===== src/rtl/ws2812b_rx_if.sv =====
// WS2812B receiver bus: the serial line into the decoder and everything it reports back.
// The master side drives the line (transmitter or bench); the slave side is the decoder.
interface ws2812b_rx_if;
    logic        dataIn;
    logic [23:0] pixel;
    logic        pixelValid;
    logic [7:0]  pixelIndex;
    logic        frameDone;
    logic [7:0]  frameLen;
    logic        bitError;
    logic        synced;

    modport master (
        output dataIn,
        input  pixel,
        input  pixelValid,
        input  pixelIndex,
        input  frameDone,
        input  frameLen,
        input  bitError,
        input  synced
    );

    modport slave (
        input  dataIn,
        output pixel,
        output pixelValid,
        output pixelIndex,
        output frameDone,
        output frameLen,
        output bitError,
        output synced
    );
endinterface


===== src/rtl/ws2812b_rx.sv =====
// WS2812B NRZ receive decoder.
// Synchronises the serial line, measures each high pulse, classifies it as a 0 or 1,
// assembles 24-bit GRB words MSB first and detects the long low latch that ends a frame.
// After reset or a protocol error the decoder stays deaf until a full latch-length low
// period has been seen, so it never starts decoding in the middle of a word.
module ws2812b_rx #(
    parameter int MIN_HIGH   = 5,
    parameter int BIT_THRESH = 30,
    parameter int MAX_HIGH   = 60,
    parameter int RESET_LOW  = 14000,
    parameter int CNT_W      = 16
) (
    input  logic         clk,
    input  logic         reset,
    ws2812b_rx_if.slave  bus
);

    typedef enum logic [1:0] {
        ST_SYNC = 2'd0,
        ST_IDLE = 2'd1,
        ST_HIGH = 2'd2,
        ST_ERR  = 2'd3
    } state_t;

    localparam logic [CNT_W-1:0] CNT_MAX  = {CNT_W{1'b1}};
    localparam logic [CNT_W-1:0] MIN_C    = CNT_W'(MIN_HIGH);
    localparam logic [CNT_W-1:0] THRESH_C = CNT_W'(BIT_THRESH);
    localparam logic [CNT_W-1:0] MAXHI_C  = CNT_W'(MAX_HIGH);
    localparam logic [CNT_W-1:0] LATCH_C  = CNT_W'(RESET_LOW);
    localparam logic [4:0]       LAST_BIT = 5'd23;

    // Input path
    logic [1:0] sync_reg;
    logic       sp_reg;
    logic       s;
    logic       rise;
    logic       fall;

    // Pulse-width measurement
    logic [CNT_W-1:0] hi_cnt_reg;
    logic [CNT_W-1:0] hi_cnt_next;
    logic [CNT_W-1:0] lo_cnt_reg;
    logic [CNT_W-1:0] lo_cnt_next;
    logic             latch_hit;
    logic             is_glitch;
    logic             too_long;
    logic             bit_val;

    // Word assembly and frame bookkeeping
    state_t      state_reg;
    logic [23:0] shift_reg;
    logic [23:0] shift_next;
    logic [4:0]  bit_cnt_reg;
    logic [7:0]  pix_cnt_reg;
    logic [7:0]  pix_cnt_inc;

    // Registered outputs
    logic [23:0] pixel_reg;
    logic        pixel_valid_reg;
    logic [7:0]  pixel_index_reg;
    logic        frame_done_reg;
    logic [7:0]  frame_len_reg;
    logic        bit_error_reg;
    logic        synced_reg;

    assign s    = sync_reg[1];
    assign rise = s & ~sp_reg;
    assign fall = ~s & sp_reg;

    // Two-flop synchroniser for the asynchronous line plus a delayed copy for edge detection
    always_ff @(posedge clk) begin
        if (reset) begin
            sync_reg <= 2'b00;
            sp_reg   <= 1'b0;
        end else begin
            sync_reg <= {sync_reg[0], bus.dataIn};
            sp_reg   <= s;
        end
    end

    // Next values of the saturating high/low width counters; each restarts at 1 on its own edge
    always_comb begin
        hi_cnt_next = hi_cnt_reg;
        lo_cnt_next = lo_cnt_reg;
        if (s) begin
            if (rise) begin
                hi_cnt_next = {{(CNT_W-1){1'b0}}, 1'b1};
            end else if (hi_cnt_reg != CNT_MAX) begin
                hi_cnt_next = hi_cnt_reg + 1'b1;
            end
        end else begin
            if (fall) begin
                lo_cnt_next = {{(CNT_W-1){1'b0}}, 1'b1};
            end else if (lo_cnt_reg != CNT_MAX) begin
                lo_cnt_next = lo_cnt_reg + 1'b1;
            end
        end
    end

    // Width counters
    always_ff @(posedge clk) begin
        if (reset) begin
            hi_cnt_reg <= '0;
            lo_cnt_reg <= '0;
        end else begin
            hi_cnt_reg <= hi_cnt_next;
            lo_cnt_reg <= lo_cnt_next;
        end
    end

    // Pulse classification and the single-cycle latch event
    always_comb begin
        // The latch fires only on the cycle the low count steps onto RESET_LOW,
        // so one long low period produces exactly one event.
        latch_hit   = ~s && (lo_cnt_next == LATCH_C) && (lo_cnt_reg != LATCH_C);
        is_glitch   = (hi_cnt_reg < MIN_C);
        too_long    = (hi_cnt_reg > MAXHI_C);
        bit_val     = (hi_cnt_reg >= THRESH_C);
        shift_next  = {shift_reg[22:0], bit_val};
        pix_cnt_inc = (pix_cnt_reg == 8'hFF) ? 8'hFF : pix_cnt_reg + 8'd1;
    end

    // Decoder state machine with registered outputs
    always_ff @(posedge clk) begin
        if (reset) begin
            state_reg       <= ST_SYNC;
            shift_reg       <= '0;
            bit_cnt_reg     <= '0;
            pix_cnt_reg     <= '0;
            pixel_reg       <= '0;
            pixel_valid_reg <= 1'b0;
            pixel_index_reg <= '0;
            frame_done_reg  <= 1'b0;
            frame_len_reg   <= '0;
            bit_error_reg   <= 1'b0;
            synced_reg      <= 1'b0;
        end else begin
            pixel_valid_reg <= 1'b0;
            frame_done_reg  <= 1'b0;
            bit_error_reg   <= 1'b0;

            case (state_reg)
                ST_SYNC: begin
                    // Silent start: wait for a full latch period before trusting the line
                    if (latch_hit) begin
                        state_reg   <= ST_IDLE;
                        synced_reg  <= 1'b1;
                        shift_reg   <= '0;
                        bit_cnt_reg <= '0;
                        pix_cnt_reg <= '0;
                    end
                end

                ST_IDLE: begin
                    if (rise) begin
                        state_reg <= ST_HIGH;
                    end else if (latch_hit) begin
                        // A partial word in the shift register is dropped here
                        frame_done_reg <= 1'b1;
                        frame_len_reg  <= pix_cnt_reg;
                        pix_cnt_reg    <= '0;
                        bit_cnt_reg    <= '0;
                        shift_reg      <= '0;
                    end
                end

                ST_HIGH: begin
                    if (too_long) begin
                        // Over-long high: abandon the partial word and resynchronise
                        bit_error_reg <= 1'b1;
                        synced_reg    <= 1'b0;
                        bit_cnt_reg   <= '0;
                        shift_reg     <= '0;
                        state_reg     <= ST_ERR;
                    end else if (fall) begin
                        state_reg <= ST_IDLE;
                        if (!is_glitch) begin
                            if (bit_cnt_reg == LAST_BIT) begin
                                pixel_reg       <= shift_next;
                                pixel_valid_reg <= 1'b1;
                                pixel_index_reg <= pix_cnt_reg;
                                pix_cnt_reg     <= pix_cnt_inc;
                                bit_cnt_reg     <= '0;
                                shift_reg       <= '0;
                            end else begin
                                shift_reg   <= shift_next;
                                bit_cnt_reg <= bit_cnt_reg + 5'd1;
                            end
                        end
                    end
                end

                ST_ERR: begin
                    // Recovery needs a full latch period; the aborted frame is not reported
                    if (latch_hit) begin
                        state_reg   <= ST_IDLE;
                        synced_reg  <= 1'b1;
                        pix_cnt_reg <= '0;
                        bit_cnt_reg <= '0;
                        shift_reg   <= '0;
                    end
                end

                default: begin
                    state_reg  <= ST_SYNC;
                    synced_reg <= 1'b0;
                end
            endcase
        end
    end

    assign bus.pixel      = pixel_reg;
    assign bus.pixelValid = pixel_valid_reg;
    assign bus.pixelIndex = pixel_index_reg;
    assign bus.frameDone  = frame_done_reg;
    assign bus.frameLen   = frame_len_reg;
    assign bus.bitError   = bit_error_reg;
    assign bus.synced     = synced_reg;

endmodule


===== src/flat_wrapper.sv =====
// flat-port wrapper written by rule: the top's interface ports become plain ports
module ws2812b_rx_flat 
#(
    parameter int MIN_HIGH   = 5,
    parameter int BIT_THRESH = 30,
    parameter int MAX_HIGH   = 60,
    parameter int RESET_LOW  = 14000,
    parameter int CNT_W      = 16
)
  (clk, reset, bus_dataIn, bus_pixel, bus_pixelValid, bus_pixelIndex, bus_frameDone, bus_frameLen, bus_bitError, bus_synced);
  ws2812b_rx_if bus_i ();
  input  logic clk;
  input  logic reset;
  input wire logic [$bits(bus_i.dataIn)-1:0] bus_dataIn;
  output wire logic [$bits(bus_i.pixel)-1:0] bus_pixel;
  output wire logic [$bits(bus_i.pixelValid)-1:0] bus_pixelValid;
  output wire logic [$bits(bus_i.pixelIndex)-1:0] bus_pixelIndex;
  output wire logic [$bits(bus_i.frameDone)-1:0] bus_frameDone;
  output wire logic [$bits(bus_i.frameLen)-1:0] bus_frameLen;
  output wire logic [$bits(bus_i.bitError)-1:0] bus_bitError;
  output wire logic [$bits(bus_i.synced)-1:0] bus_synced;
  assign bus_i.dataIn = bus_dataIn;
  assign bus_pixel = bus_i.pixel;
  assign bus_pixelValid = bus_i.pixelValid;
  assign bus_pixelIndex = bus_i.pixelIndex;
  assign bus_frameDone = bus_i.frameDone;
  assign bus_frameLen = bus_i.frameLen;
  assign bus_bitError = bus_i.bitError;
  assign bus_synced = bus_i.synced;
  ws2812b_rx #(.MIN_HIGH(MIN_HIGH), .BIT_THRESH(BIT_THRESH), .MAX_HIGH(MAX_HIGH), .RESET_LOW(RESET_LOW), .CNT_W(CNT_W)) u_core (.clk(clk), .reset(reset), .bus(bus_i));
endmodule

===== config.mk =====
export PLATFORM = sky130hd
export DESIGN_NAME = ws2812b_rx_flat
export DESIGN_NICKNAME = d
export VERILOG_FILES = /design/src/rtl/ws2812b_rx_if.sv /design/src/rtl/ws2812b_rx.sv /design/src/flat_wrapper.sv
export SDC_FILE = /design/constraint.sdc
export NUM_CORES = 1
export LEC_CHECK = 0
export CAP_MARGIN = 20
export CORE_MARGIN = 4
export CORE_UTILIZATION = 62
export DETAILED_ROUTE_END_ITERATION = 8
export GPL_TIMING_DRIVEN = 0
export PLACE_DENSITY = 0.85
export SYNTH_ARGS = -nofsm -noshare
export SYNTH_HDL_FRONTEND = slang
export SYNTH_SLANG_ARGS = --single-unit

===== constraint.sdc =====
create_clock -name clk -period 4.6 [get_ports clk]
set_input_delay 1.15 -clock clk [delete_from_list [all_inputs] [get_ports clk]]
set_output_delay 1.15 -clock clk [all_outputs]
set_load 0.02 [all_outputs]

Yosys cells after proc, flatten, opt, wreduce, memory -nomap -nowiden
Cells that the tools add are included.
W data, S select, Z words.
- register bits after elaboration: 118
- input bits: 3
- output and inout bits: 44
- add/sub/neg operators: 4
- order comparisons: 3
- eq/ne operators: 19
- multiplexer cells: 38
- bitwise gates (word level): 10
- reduce and logical (&&, ||, !) cells: 16
- operators by type and width (operator ; count):
    $mux W24 ; 6
    $mux W16 ; 5
    $pmux W24 S3 ; 1
    $mux W8 ; 7
    $add A16 B1 Y16 const B ; 2
    $ne A16 B16 Y1 const B ; 2
    $mux W5 ; 6
    $pmux W8 S3 ; 1
    $eq A16 B14 Y1 const B ; 1
    $ge A16 B5 Y1 const B ; 1
    $gt A16 B6 Y1 const B ; 1
    $lt A16 B3 Y1 const B ; 1
    $ne A16 B14 Y1 const B ; 1
    $pmux W5 S3 ; 1
    $reduce_and A3 Y1 ; 4
    $ne A2 B1 Y1 const B ; 5
    $reduce_and A5 Y1 ; 2
    $add A8 B1 Y8 const B ; 1
    $eq A8 B8 Y1 const B ; 1
    $mux W2 ; 4
    $not A1 Y1 ; 8
    $ne A2 B2 Y1 const B ; 3
    $pmux W2 S3 ; 1
    $add A5 B1 Y5 const B ; 1
    15 further kinds ; 24

Logic depth before layout (Yosys ltp)
- word-level depth: 10
- gate-level depth with buffers: 13
- mapped depth without buffers: 10

Worst setup path after synthesis
OpenSTA, ideal clock, no wires.
- kind: reg-to-reg
- from: register u_core.lo_cnt_reg[0]
- to: register u_core.shift_reg[14]
- library setup time: 116 ps
- arrival: 2841 ps
- slack: 1643 ps
- cell stages (with the launch flop): 13
- path buffers: 3
- clock period less this slack: 2957 ps
- path through: dfxtp_1 ha_1 nand3_1 a2111oi_0 xnor2_1 o211ai_1 a2111oi_2 nand4bb_1 buf_2 and2_4 buf_6 buf_6 a31o_1
- longest elaborated chain between the ends: 10
- elaborated cells between the ends (all ways): 12
- those cells by class: 1 x add/sub; 3 x eq/ne; 6 x mux; 2 x reduce/logical
- ends and longest elaborated chain (what ; line ; source):
    start: declaration ; ws2812b_rx.sv:42 ; logic [CNT_W-1:0] lo_cnt_reg;
    start signal: assignment ; ws2812b_rx.sv:107 ; lo_cnt_reg <= lo_cnt_next;
    $add A16 B1 Y16 or $ne A16 B16 Y1 (tied branches) ; ws2812b_rx.sv:95, ws2812b_rx.sv:94 ;
    $mux W16 ; ws2812b_rx.sv:94 ; end else if (lo_cnt_reg != CNT_MAX) begin
    $mux W16 ; ws2812b_rx.sv:92 ; if (fall) begin
    $mux W16 ; ws2812b_rx.sv:85 ; if (s) begin
    $eq A16 B14 Y1 ; ws2812b_rx.sv:115 ; latch_hit = ~s && (lo_cnt_next == LATCH_C) && (lo_cnt_reg != LATCH_C);
    $logic_and A1 B1 Y1 ; ws2812b_rx.sv:115 ;
    $logic_and A1 B1 Y1 * ; ws2812b_rx.sv:115 ;
    $mux W24 * ; - ;
    $mux W24 ; - ;
    $pmux W24 S3 * ; - ;
    end signal: assignment ; ws2812b_rx.sv:186 ; shift_reg <= shift_next;
    end: declaration ; ws2812b_rx.sv:51 ; logic [23:0] shift_reg;
Every way passes the cells marked *; elsewhere a longest branch is shown, timed or not. The select of a mux whose other input is x is not followed.
A chain may end at the register's enable or synchronous reset.

Final worst setup path
- from: register u_core.lo_cnt_reg[0]
- to: register u_core.shift_reg[1]
The elaborated chain is that of the path after synthesis.

==> reports/metrics.yaml <==
synth:
  synth_cell_types: 58
  async_flop_share: 0
  syn_area_per_cell_sq_um: 8.23
  ys_warn_count: 0
  synth_edf_count: 0
  yosys.area.top_type_share: 0.439
  ys_seq_area_frac: 0.439
  synthCells: 648
  netlist_top_cells_area: "dfxtp_1, nand2_1, a21oi_1, nor2_1, a31o_1"
  synth_flop_cell: "dfxtp_1"
  ys_ff_latch: 117
  synth_area_sq_um: 5330
  synth.net_count: 660
  synth_top_area_cell: "dfxtp_1"
global_route:
  antenna_found_initial: 0
  grt_max_degree: 17
  grt_pass1_wl_mm: 22.8
  grt_pass1_vias: 4838
  grt_util_met1: 0.356
  grt_use_met2: 0.445
  track_usage: 0.276
  top_usage_layer: "met2"
  met3_usage: 0.0595
  overflow: 0
timing:
  post-route-min-period_ps: 3630
  post-route-period-util: 0.788
  finClkSkew_ps: 6.99
  rsz0062_at_grt: "no"
  setup_viol: 0
  worst_pin_slew_ps: 802
  relSlewSlack: 0.451
  maxSlewViolCount: 0
  fin_ws_ps: 974
  timing.fmax_mhz: 276
  final_hold_viol_count: 0
  setup_tns_ps: 0
worst_setup_path:
  worst-path-buf-inv: 3
  startpoint_type: "flip-flop"
  path_cells: "ha_1 -> nand3_1 -> a2111oi_0 -> xnor2_1 -> o211ai_1 -> a2111oi_2 -> nand4bb_1 -> buf_2 -> and2_4 -> buf_6 -> buf_6 -> a31o_1"
  reg2reg_slack_ps: 970
  worstSetupPathType: "reg2reg"
  cp_slowest_cell: "a2111oi_0"
  crit_family: "compound AO/OA/AOI/OAI gates"
  cpMostUsedCell: "buf_6"
  max_stage_delay_ps: 710
  startpoint: "u_core.lo_cnt_reg[0]$_SDFF_PP0_"
  crit_required_ps: 5000
  crit_fanout: 10
  worstSetupEndpointType: "flip-flop"
  critPathArrivalTime_ps: 4030
  worstReg2RegStart: "u_core.lo_cnt_reg[0]$_SDFF_PP0_"
power:
  p_per_area_nw_per_um2: 373
  leakagePower_nw: 2.32
  vdd_drop_max_v: 0.000367
finish:
  largest_reg_flops: 24
  antennaDiodeCount: 0
  final_common_cell: "dfxtp_1"
  fin_cells: 831
  layout_common_cells: "dfxtp_1, nand2_1, a21oi_1"
  fin_nets: 725
  layout-drive-gt1-share: 0.0813
  area_growth_pct: 22.3
floorplanning:
  rows: 33
  ios: 47
  die-height_um: 101
  die_w_um: 101
  core_area_sq_um: 8300
  start_util: 0.642
  dieArea_sq_um: 10100
routing:
  first_iter_violations: 336
  dr.pass1.iters: 5
  finalWirelength_mm: 13.6
  vias: 5045
  drc: 0
  ant_nets: 0
  vias_per_cell: 6.07
  routedWlPerCell_um: 16.4
place:
  dp_hpwl_mm: 9.17
  place_ws_ps: 1080
  dp.cells: 798
  place.gp.congestion: 0.884
  port-buffer-count: 45
status:
  status: "completed"
clocking:
  numClockSinks: 117
  post_cts_buffers: 0
  cts_tree: "yes"
  cts_hold_buf: 0
  cts_buffers: 17
  cts_resized: 0
  cts_max_level: 4
  clk_pin_slew_ps: 60
  root_buffer: "clkbuf_8"
  clk_latency_ps: 520
  clk_path_buf_depth: 2
run:
  drv_cap: 0
hold_path:
  min-delay-start: "u_core.sync_reg[0]$_SDFF_PP0_"
  min_path_type: "reg2reg"
==> report_power, final <==
part           internal (W)  switching [W]
logic             0.0000200      0.0000495
registers           0.00102     0.00000559
clock network      0.000843       0.000496
==> synthesized netlist by cell type, types with 5 or more instances <==
cell      instances
dfxtp_1         117
nand2_1         116
a21oi_1          75
nor2_1           61
clkbuf_1         34
a31o_1           24
nand3_1          24
inv_1            19
nand4_1          16
xor2_1           14
o21ai_0          11
xnor2_1          10
ha_1              9
mux2i_1           9
buf_2             8
nor4_1            8
and3_1            6
a211oi_1          5
nand2b_1          5
nor3_1            5
==> logic make-up after synthesis <==
family | Yosys count | share of synthesized area
AO/OA/AOI/OAI | 145 | 0.176
XOR/XNOR | 24 | 0.0394
adder cells (fa/ha/maj) | 9 | 0.0211
buffers and inverters | 66 | 0.0526
flip-flops | 117 | 0.439
multiplexers | 9 | 0.0169
AND/OR/NAND/NOR | 278 | 0.255
==> layout make-up <==
class                   count  area [sq um]
multi-input cells         465          2710
fillers                   592          1780
well taps                 105           131
inverters                  19          71.3
clock inverters            14           176
flip-flops and latches    117          2340
plain buffers              47           209
repair buffers             46           455
clock buffers              18           428
==> per-stage QoR <==
step                      total power [W]   util  cell area [sq um]  hold slack [ps]
final                             0.00243  0.786               6520              446
after global routing              0.00249  0.786               6520              451
after CTS                         0.00244  0.785               6520              446
after detailed placement          0.00111  0.712               5910              448
after global placement            0.00111  0.712               5910              426
after floorplan                   0.00110      -               5330              414
==> worst register-to-register path, delay by kind of cell (launching register included) <==
kind / cells / cell delay [ps]
fa+ha+maj: 1 / 290
buf+inv: 3 / 460
xor+xnor: 1 / 270
simple gates: 3 / 550
flops: 1 / 420
compound gates: 4 / 1540
==> routing by layer <==
metal	vias to the layer above	routed length, um
met3	28	811
met1	2429	5920
li1	2399	-
met4	0	274
met5	-	0
met2	189	6580
==> path summary, 6_finish.rpt <==
path | end | cells past startpoint
max | u_core.shift_reg[1]$_SDFFE_PP0P_ | 12
min | u_core.sync_reg[1]$_SDFF_PP0_ | 1
max reg2reg | u_core.shift_reg[1]$_SDFFE_PP0P_ | 12
min reg2reg | u_core.sync_reg[1]$_SDFF_PP0_ | 1
Note: power is estimated with default switching activity, not from simulation.
